==> src/rtl/mux_n_pipe.sv <==
// -----------------------------------------------------------------------------
// mux_n_pipe
//   N-way, WIDTH-bit selector with a registered output and valid/ready flow
//   control. A one-word skid register sits behind the output register so that
//   the block sustains one word per cycle under backpressure while in_ready is
//   driven only from state (no combinational path from out_ready).
//
// Ports
//   clk        in   1         single clock, all state on the rising edge
//   reset      in   1         synchronous, active-high
//   in_data    in   N*WIDTH   input i at bits [i*WIDTH +: WIDTH]
//   sel        in   SEL_W     input index, sampled together with in_valid
//   in_valid   in   1         upstream word present
//   in_ready   out  1         block accepts a word this cycle
//   out_data   out  WIDTH     selected word, registered
//   out_err    out  1         this word had sel >= N (word forced to zero)
//   out_valid  out  1         out_data/out_err valid
//   out_ready  in   1         downstream consumes this cycle
// -----------------------------------------------------------------------------
module mux_n_pipe #(
   parameter int WIDTH = 64,
   parameter int N     = 4,
   parameter int SEL_W = (N > 2) ? $clog2(N) : 1
) (
   input  logic               clk,
   input  logic               reset,
   input  logic [N*WIDTH-1:0] in_data,
   input  logic [SEL_W-1:0]   sel,
   input  logic               in_valid,
   output logic               in_ready,
   output logic [WIDTH-1:0]   out_data,
   output logic               out_err,
   output logic               out_valid,
   input  logic               out_ready
);

   // Returns {err, word}; an index outside 0..N-1 yields err=1 and a zero word.
   function automatic logic [WIDTH:0] select_word(
      input logic [N*WIDTH-1:0] data_v,
      input logic [SEL_W-1:0]   sel_v
   );
      logic [WIDTH:0] res;
      res = {1'b1, {WIDTH{1'b0}}};
      for (int i = 0; i < N; i++) begin
         if (int'(sel_v) == i) begin
            res = {1'b0, data_v[i*WIDTH +: WIDTH]};
         end
      end
      return res;
   endfunction

   logic [WIDTH-1:0] out_data_q,  out_data_d;
   logic             out_err_q,   out_err_d;
   logic             out_valid_q, out_valid_d;
   logic [WIDTH-1:0] skid_data_q, skid_data_d;
   logic             skid_err_q,  skid_err_d;
   logic             skid_valid_q, skid_valid_d;

   logic             in_ready_s;
   logic             accept_s;
   logic             load_out_s;
   logic [WIDTH:0]   sel_word_s;

   // Ready depends only on skid occupancy; it is held low while reset is high
   // so nothing is accepted during reset.
   assign in_ready_s = ~skid_valid_q & ~reset;
   assign in_ready   = in_ready_s;
   assign out_data   = out_data_q;
   assign out_err    = out_err_q;
   assign out_valid  = out_valid_q;

   // Next-state logic for the output register and the skid register.
   always_comb begin
      accept_s     = in_valid & in_ready_s;
      load_out_s   = ~out_valid_q | out_ready;
      sel_word_s   = select_word(in_data, sel);
      out_data_d   = out_data_q;
      out_err_d    = out_err_q;
      out_valid_d  = out_valid_q;
      skid_data_d  = skid_data_q;
      skid_err_d   = skid_err_q;
      skid_valid_d = skid_valid_q;

      if (load_out_s) begin
         if (skid_valid_q) begin
            // Oldest word lives in the skid: it moves to the output first.
            out_data_d  = skid_data_q;
            out_err_d   = skid_err_q;
            out_valid_d = 1'b1;
            if (accept_s) begin
               skid_data_d  = sel_word_s[WIDTH-1:0];
               skid_err_d   = sel_word_s[WIDTH];
               skid_valid_d = 1'b1;
            end else begin
               skid_valid_d = 1'b0;
            end
         end else if (accept_s) begin
            out_data_d  = sel_word_s[WIDTH-1:0];
            out_err_d   = sel_word_s[WIDTH];
            out_valid_d = 1'b1;
         end else begin
            out_valid_d = 1'b0;
         end
      end else begin
         // Output stalled: it holds, and a newly accepted word parks in the skid.
         if (accept_s) begin
            skid_data_d  = sel_word_s[WIDTH-1:0];
            skid_err_d   = sel_word_s[WIDTH];
            skid_valid_d = 1'b1;
         end else begin
            skid_valid_d = skid_valid_q;
         end
      end
   end

   // State registers with synchronous reset; reset discards any held words.
   always_ff @(posedge clk) begin
      if (reset) begin
         out_data_q   <= {WIDTH{1'b0}};
         out_err_q    <= 1'b0;
         out_valid_q  <= 1'b0;
         skid_data_q  <= {WIDTH{1'b0}};
         skid_err_q   <= 1'b0;
         skid_valid_q <= 1'b0;
      end else begin
         out_data_q   <= out_data_d;
         out_err_q    <= out_err_d;
         out_valid_q  <= out_valid_d;
         skid_data_q  <= skid_data_d;
         skid_err_q   <= skid_err_d;
         skid_valid_q <= skid_valid_d;
      end
   end

endmodule

==> config.mk <==
export PLATFORM = sky130hd
export DESIGN_NAME = mux_n_pipe
export DESIGN_NICKNAME = d
export VERILOG_FILES = /design/src/rtl/mux_n_pipe.sv
export SDC_FILE = /design/constraint.sdc
export NUM_CORES = 1
export LEC_CHECK = 0
export CAP_MARGIN = 40
export CORE_UTILIZATION = 43
export CTS_CLUSTER_DIAMETER = 80
export CTS_CLUSTER_SIZE = 14
export DETAILED_ROUTE_END_ITERATION = 12
export PLACE_DENSITY_LB_ADDON = 0.08
export SYNTH_ARGS = -nofsm -noshare
export SYNTH_HDL_FRONTEND = slang
export SYNTH_SLANG_ARGS = --single-unit
==> constraint.sdc <==
create_clock -name clk -period 1.9 [get_ports clk]
set_input_delay 0.475 -clock clk [delete_from_list [all_inputs] [get_ports clk]]
set_output_delay 0.475 -clock clk [all_outputs]
set_load 0.02 [all_outputs]
* Yosys cells after proc, flatten, opt, wreduce, memory -nomap -nowiden
Index checks and enable logic that the tools add are counted.
Cells by class: equality and inequality tests 4, reduce and logical (&&, ||, !) cells 4, bitwise operators 6, muxes and demuxes 19
Operators by type and width (count):
- 64-bit two-way mux | 5
- 65-bit two-way mux | 4
- 1-bit two-way mux | 10
- 2-bit == test (second input constant) | 2
- 2-bit nonzero test | 2
- 1-bit inverter | 3
- 1-bit AND | 2
- 2-bit by 1-bit == test with 1-bit output (second input constant) | 1
- 2-bit zero test | 1
- 2-bit != test (second input constant) | 1
- 2-bit AND reduction | 1
- 1-bit OR | 1
Word-level totals: register bits 132, logic and storage cells 39, input bits 262, output and inout bits 67

* Depth between registers and ports, before layout
Gate-level depths: netlist (run 1).
depth after elaboration 8, gate-level depth with buffers 6, gate-level depth less buffers 3

* Worst setup path before layout (run 1)
OpenSTA, ideal clock, no wires.
path type input port to flip-flop, start point in reset, end point reg skid_data_q[10], path buffers 3, setup slack 245 ps, library setup time 59 ps, stages 6, arrival time 1596 ps, data required time 1841 ps, path through buf_2 > nor2_1 > and3_1 > buf_2 > buf_2 > a22o_1
Between the ends: longest elaborated chain between the ends 6
RTL lines:
- from (decl) | line 26 | input logic reset,
- 1-bit inverter * | line 66 | assign in_ready_s = ~skid_valid_q & ~reset;
- 1-bit AND * | line 66
- net in_ready | line 30 | output logic in_ready,
- 1-bit AND * | line 74 | accept_s = in_valid & in_ready_s;
- 64-bit two-way mux *
- 64-bit two-way mux
- 64-bit two-way mux *
- to (signal assigned) | line 122 | skid_data_q <= {WIDTH{1'b0}};
- to (signal assigned) | line 129 | skid_data_q <= skid_data_d;
- to (decl) | line 55 | logic [WIDTH-1:0] skid_data_q, skid_data_d;
Mark *: on every way through the listed nets, which the timed path passes. The rest lies on a longest branch. The select of a mux whose other input is x is not followed. A chain may end at the register's enable or synchronous reset.

* Worst setup path in the final report (run 1)
start point reg out_data_q[41], in the netlist out_data[41], end point out out_data[41]
RTL lines:
- from (decl) | line 52 | logic [WIDTH-1:0] out_data_q, out_data_d;
- from (signal assigned) | line 119 | out_data_q <= {WIDTH{1'b0}};
- from (signal assigned) | line 126 | out_data_q <= out_data_d;
- to (decl) | line 31 | output logic [WIDTH-1:0] out_data,
No word-level cell between the ends.

==> flow_summary.ini, run 1 <==
[die]
die-area_um2 = 18100
die_h_um = 135
die_w_um = 135
initial_utilization_pct = 43.9
num_rows = 48
ios = 329
core_um2 = 17200

[cts]
root_buffer = clkbuf_16
cts.hold.buffers_added = 0
h-tree-depth = 4
clock-sinks = 132
post_cts_buffers = 0
clk-insertion-delay-late_ps = 410
cts_tree = done
path_clk_slew_ps = 50
clk_path_buf_depth = 2
cts_buffers = 17

[critical_path]
rrSetupSlack_ps = 230
start_kind = register
regToRegEndpoint = out_data[37]
path_buf_inv = 1
critPathKind = reg -> out
critPathMaxFanout = 2
cp-end-kind = output port
crit_required_ps = 1420
critPathTopFamily = buffers and inverters
r2r-start = skid_valid_q
crit_slowest_cell = clkdlybuf4s50_1
slowest_delay_ps = 650
path_cells = clkdlybuf4s50_1
crit_cells = 1
rr_worst_depth = 5
cp_data_arrival_time_ps = 1390

[power_and_ir_drop]
powerDensity_nw_per_um2 = 691
p_seq_share_pct = 36.9
p_int_mw = 6.08
pwr-share-comb_pct = 25.3
p_clk_share_pct = 37.8
power.switching_mw = 2.05
peakVddDrop_v = 0.000595
power_leakage_nw = 4.56
switching_share_pct = 25.3

[grt]
global_route.usage.met2_pct = 48.0
grt.busiest_layer = met2
grt_max_degree = 68
grt_pass1_wl_mm = 36.0
track_usage_pct = 25.4
grt_pass1_vias = 7201
gr-usage-met1_pct = 28.9
met3_usage_pct = 5.26
overflow = 0
antenna_found_initial = 0

[finish]
regArea_um2 = 2640
area_growth_pct = 55.5
fin_area_um2 = 11800
n_fill_cell = 1251
n_antenna_cell = 0
stdcell_count = 1217
nNetsFinal = 1242
multi_input_area_um2 = 4200
drive_above_1_share_pct = 19.8

[run]
drv_cap = 0

[sta]
clock_skew_ps = 9.75
setup_slack_ps = 37.3
rsz0062_at_grt = no
maxSlewHeadroom_pct = 46.6
fin_crit_sh_pct = 98.0
finalSetupViolCount = 0
timing.fmax_mhz = 537
setup_tns_ps = 0
tightest_slew_ps = 801
hold_viol = 0
finalCriticalPeriod_ps = 1860
slew_violations = 0

[worst_hold_path]
holdCritStartpoint = out_data[51]
holdPathEnd = out_data[51]
hold_depth = 2
min-delay-path-class = reg -> reg

[detailed_routing]
initialDrtViolationCount = 367
viasPerCell = 5.54
wl_per_cell_um = 18.6
final_antenna_net_count = 0
dr.pass1.iters = 4
vias = 6745
drc = 0
wl_mm = 22.6

[synthesis]
synth_top_area_cell = dfxtp_1
synth-seq-cells = 132
ys_warn_count = 0
synth_cell_types = 26
ys_seq_area_share_pct = 34.9
async_flop_share_pct = 0
synthFlopType = dfxtp_1
synth.top_cell.area_share_pct = 34.9
syn_inst = 673
synth_edf_count = 0
synth_area_leaders = dfxtp_1 (35%), mux4_2 (18%), a221oi_2 (12%), a22o_1 (7.4%), a211oi_1 (6.3%)
syn_nets = 935
syn-cell-area_um2 = 7570
syn_area_per_cell_um2 = 11.2

[place]
gp_congestion = 0.774
dp_hpwl_mm = 16.5
port_buffers = 328
pre_cts_slack_ps = -82.9
placed_area_um2 = 11200
dpl.cell_count = 1186

[run_status]
status = complete, no violations
-- worst max-delay path by stage --
stage,start,endpoint,slack [ps]
after detailed placement,out_ready,out_data[7],-80
after floorplan,reset,skid_data_q[10],250
after global placement,in_valid,out_data[37],-10
after CTS,out_data[32],out_data[32],7
final,out_data[41],out_data[41],40
after global routing,out_data[27],out_data[27],5
-- cells in the mapped netlist (2+ instances only) --
cell type / count
buf_12: 6
a221oi_2: 62
mux4_2: 60
nor2_1: 2
inv_1: 65
and2_1: 65
a211oi_1: 64
clkbuf_1: 18
buf_2: 45
a22o_1: 64
mux4_1: 4
a221oi_1: 2
nand2_1: 64
dfxtp_1: 132
buf_6: 8
a21oi_1: 2
-- power groups by stage --
| stage | clock network [mW] | logic [mW] | registers, mW |
|---|---|---|---|
| 2_1_floorplan | 0 | 0.923 | 3.19 |
| 3_3_place_gp | 0 | 2.02 | 3.06 |
| 6_report | 3.08 | 2.06 | 3.00 |
| 5_1_grt | 3.25 | 2.19 | 3.02 |
| 3_5_place_dp | 0 | 2.07 | 3.06 |
| 4_1_cts | 3.13 | 2.08 | 3.00 |
-- flip-flops by register name (all words and copies together) (netlist names) --
register      cells
skid_valid_q      1
out_err           1
out_valid         1
out_data         64
skid_err_q        1
skid_data_q      64
-- cell type report --
cell class	instances	share of cell area [%]
clock buffer	27	4.36
clock inverter	4	0.383
inverter	65	2.09
multi-input combinational	398	35.7
sequential	132	22.5
tap	225	2.39
timing repair buffer	366	32.6
-- through the flow --
| stage | hold WS [ps] | total power, mW | util [%] |
|---|---|---|---|
| final | 457 | 8.13 | 68.3 |
| after global routing | 473 | 8.45 | 68.3 |
| after CTS | 459 | 8.21 | 68.1 |
| after detailed placement | 453 | 5.13 | 64.9 |
| after global placement | 448 | 5.07 | 64.9 |
| after floorplan | 431 | 4.11 | - |
-- metal layers --
metal	part of all wire [%]	vias up
met3	5.9	10
met1	39	3320
li1	-	3175
met5	0	-
met2	54	240
met4	0.91	0
-- cell usage in the layout, fill, tap and decap left out --
cell type and n:
inv_1 64, clkdlybuf4s50_1 312, buf_12 20, a21o_4 1, nand2b_4 1, dlymetal6s2s_1 11
a31oi_4 1, clkbuf_16 17, buf_2 1, and3_2 1, nand3_1 1, clkbuf_8 5
nor2_1 2, mux4_1 4, dlygate4sd2_1 2, dfxtp_1 131, nand2_1 64, clkbuf_1 5
o21ai_0 1, nand2b_1 1, buf_4 20, a22o_1 64, and2_1 65, inv_4 1
bufinv_16 1, a21oi_1 2, a221oi_1 2, a221oi_2 62, nor3_1 1, dfxtp_2 1
mux4_2 60, clkinv_2 3, nor2b_4 1, a211oi_1 64
-- worst reg2reg max path, delay by kind of cell (launching register included) --
family / cells / cell delay, ps
buffers and inverters: 3 / 630
AOI/OAI and AO/OA: 2 / 600
DFF: 1 / 350
-- logic make-up (layout without fill, tap and decap cells) --
logic type | count (synthesis) | count (layout) | share of synthesized area (%)
multiplexers | 64 | 64 | 19.2
buffers and inverters | 143 | 462 | 9.94
flip-flops | 132 | 132 | 34.9
AND/OR/NAND/NOR | 137 | 137 | 9.24
AO/OA/AOI/OAI | 197 | 197 | 26.7
-- timing repair --
item                                    4_1_cts  5_1_grt
pin swaps                                     0        0
gates resized for setup                       2       11
endpoints found under the setup margin        2       11
(Power assumes the default switching activity.)
==> run 2: changes to the inputs <==
--- a/config.mk
+++ b/config.mk
@@ -6,11 +6,13 @@
 export NUM_CORES = 1
 export LEC_CHECK = 0
 export CAP_MARGIN = 40
+export CORE_ASPECT_RATIO = 0.9
 export CORE_UTILIZATION = 43
 export CTS_CLUSTER_DIAMETER = 80
 export CTS_CLUSTER_SIZE = 14
 export DETAILED_ROUTE_END_ITERATION = 12
 export PLACE_DENSITY_LB_ADDON = 0.08
+export SLEW_MARGIN = 20
 export SYNTH_ARGS = -nofsm -noshare
 export SYNTH_HDL_FRONTEND = slang
 export SYNTH_SLANG_ARGS = --single-unit
==> flow_summary.ini, run 2 (same netlist as run 1, synthesis figures left out) <==
[grt]
antenna_found_initial = 1
grt_pass1_vias = 7189
grt_pass1_wl_mm = 35.4
grt_max_degree = 53
overflow = 0
track_usage_pct = 25.2

[sta]
hold_viol = 0
timing.fmax_mhz = 536
fin_crit_sh_pct = 98.3
slew_violations = 0
finalSetupViolCount = 0
maxSlewHeadroom_pct = 69.3
setup_tns_ps = 0
rsz0062_at_grt = no
clock_skew_ps = 6.26
finalCriticalPeriod_ps = 1870
setup_slack_ps = 33.0
tightest_slew_ps = 460

[critical_path]
critPathTopFamily = buffers and inverters
cp_data_arrival_time_ps = 1390
crit_start = out_data[32]
start_kind = register
path_buf_inv = 1
critPathKind = reg -> out
r2r-start = skid_valid_q
path_cells = clkdlybuf4s50_1
slowest_delay_ps = 620
crit_required_ps = 1420
critPathMaxFanout = 2
crit_slowest_cell = clkdlybuf4s50_1
cp-end-kind = output port

[die]
die_w_um = 142
die-area_um2 = 18100
die_h_um = 128
initial_utilization_pct = 44.4
ios = 329
core_um2 = 17100
num_rows = 45

[place]
dpl.cell_count = 1199
gp_congestion = 0.795
placed_area_um2 = 11100
dp_hpwl_mm = 17.2
pre_cts_slack_ps = -102
port_buffers = 328

[power_and_ir_drop]
power_leakage_nw = 4.41
finalPower_mw = 8.16
powerDensity_nw_per_um2 = 697
peakVddDrop_v = 0.000752

[finish]
final_common_cell = clkdlybuf4s50_1
stdcell_count = 1230
fin_area_um2 = 11700
area_growth_pct = 54.7
n_fill_cell = 1312
final_cell_mix = clkdlybuf4s50_1 (319), dfxtp_1 (131), and2_1 (65)
nNetsFinal = 1245
drive_above_1_share_pct = 20.1

[cts]
clock-sinks = 132
clk-insertion-delay-late_ps = 410
path_clk_slew_ps = 50
cts.hold.buffers_added = 0
cts_buffers = 17
h-tree-depth = 4
cts_tree = done
root_buffer = clkbuf_16
clk_path_buf_depth = 2

[run_status]
status = complete, no violations

[worst_hold_path]
holdCritStartpoint = out_data[4]
min-delay-path-class = reg -> reg

[detailed_routing]
viasPerCell = 5.54
wl_per_cell_um = 18.5
final_antenna_net_count = 0
drc = 0
wl_mm = 22.7
initialDrtViolationCount = 241
dr.pass1.iters = 4
vias = 6813

[run]
drv_cap = 0
## run 2: cell count changes in the layout (fill, tap and decap cells not counted), sizes merged
cell           previous run  this run
diode                     0         1
clkdlybuf4s50           312       319
dlygate4sd2               2         5
dlymetal6s2s             11         1
buf                      41        44
clkbuf                   27        26
## run 2: final timing paths
check | endpoint | slack [ps] | cells past startpoint
max reg2reg | skid_data_q[1] | 260 | 5
max | out_data[32] | 30 | 1
min | out_data[4] | 460 | 2
min reg2reg | out_data[4] | 460 | 2
## run 2: report_power, final
group / internal, mW / switching (mW)
Combinational: 1.18 / 0.858
Clock: 1.99 / 1.12
Sequential: 2.92 / 0.0825
Total: 6.09 / 2.06
## run 2: layer usage
layer	global-route usage (%)	wire length, µm
met1	27.6	8540
met2	46.5	12000
met3	5.19	1540
met4	11.8	628
met5	0	0
## run 2: timing repair
action                                  4_1_cts  5_1_grt
endpoints found under the setup margin        5        1
gates resized for setup                       5        1
hold endpoints to repair                      0        0
setup buffers                                 0        0
## run 2: through the flow
stage,util (%),hold slack [ps]
6_report,68.6,459
5_1_grt,68.6,478
2_1_floorplan,-,431
4_1_cts,68.6,461
3_3_place_gp,65.3,446
3_5_place_dp,65.3,452
## run 2: final cells by class
cell class	instances	area, µm²	share of cell area, %
Tap cell	235	294	2.51
Sequential cell	132	2640	22.6
Clock buffer	26	519	4.44
Inverter	65	246	2.11
Multi-Input combinational cell	398	4200	35.9
Clock inverter	4	45.0	0.385
Antenna cell	1	2.50	0.0214
Timing Repair Buffer	369	3750	32.1
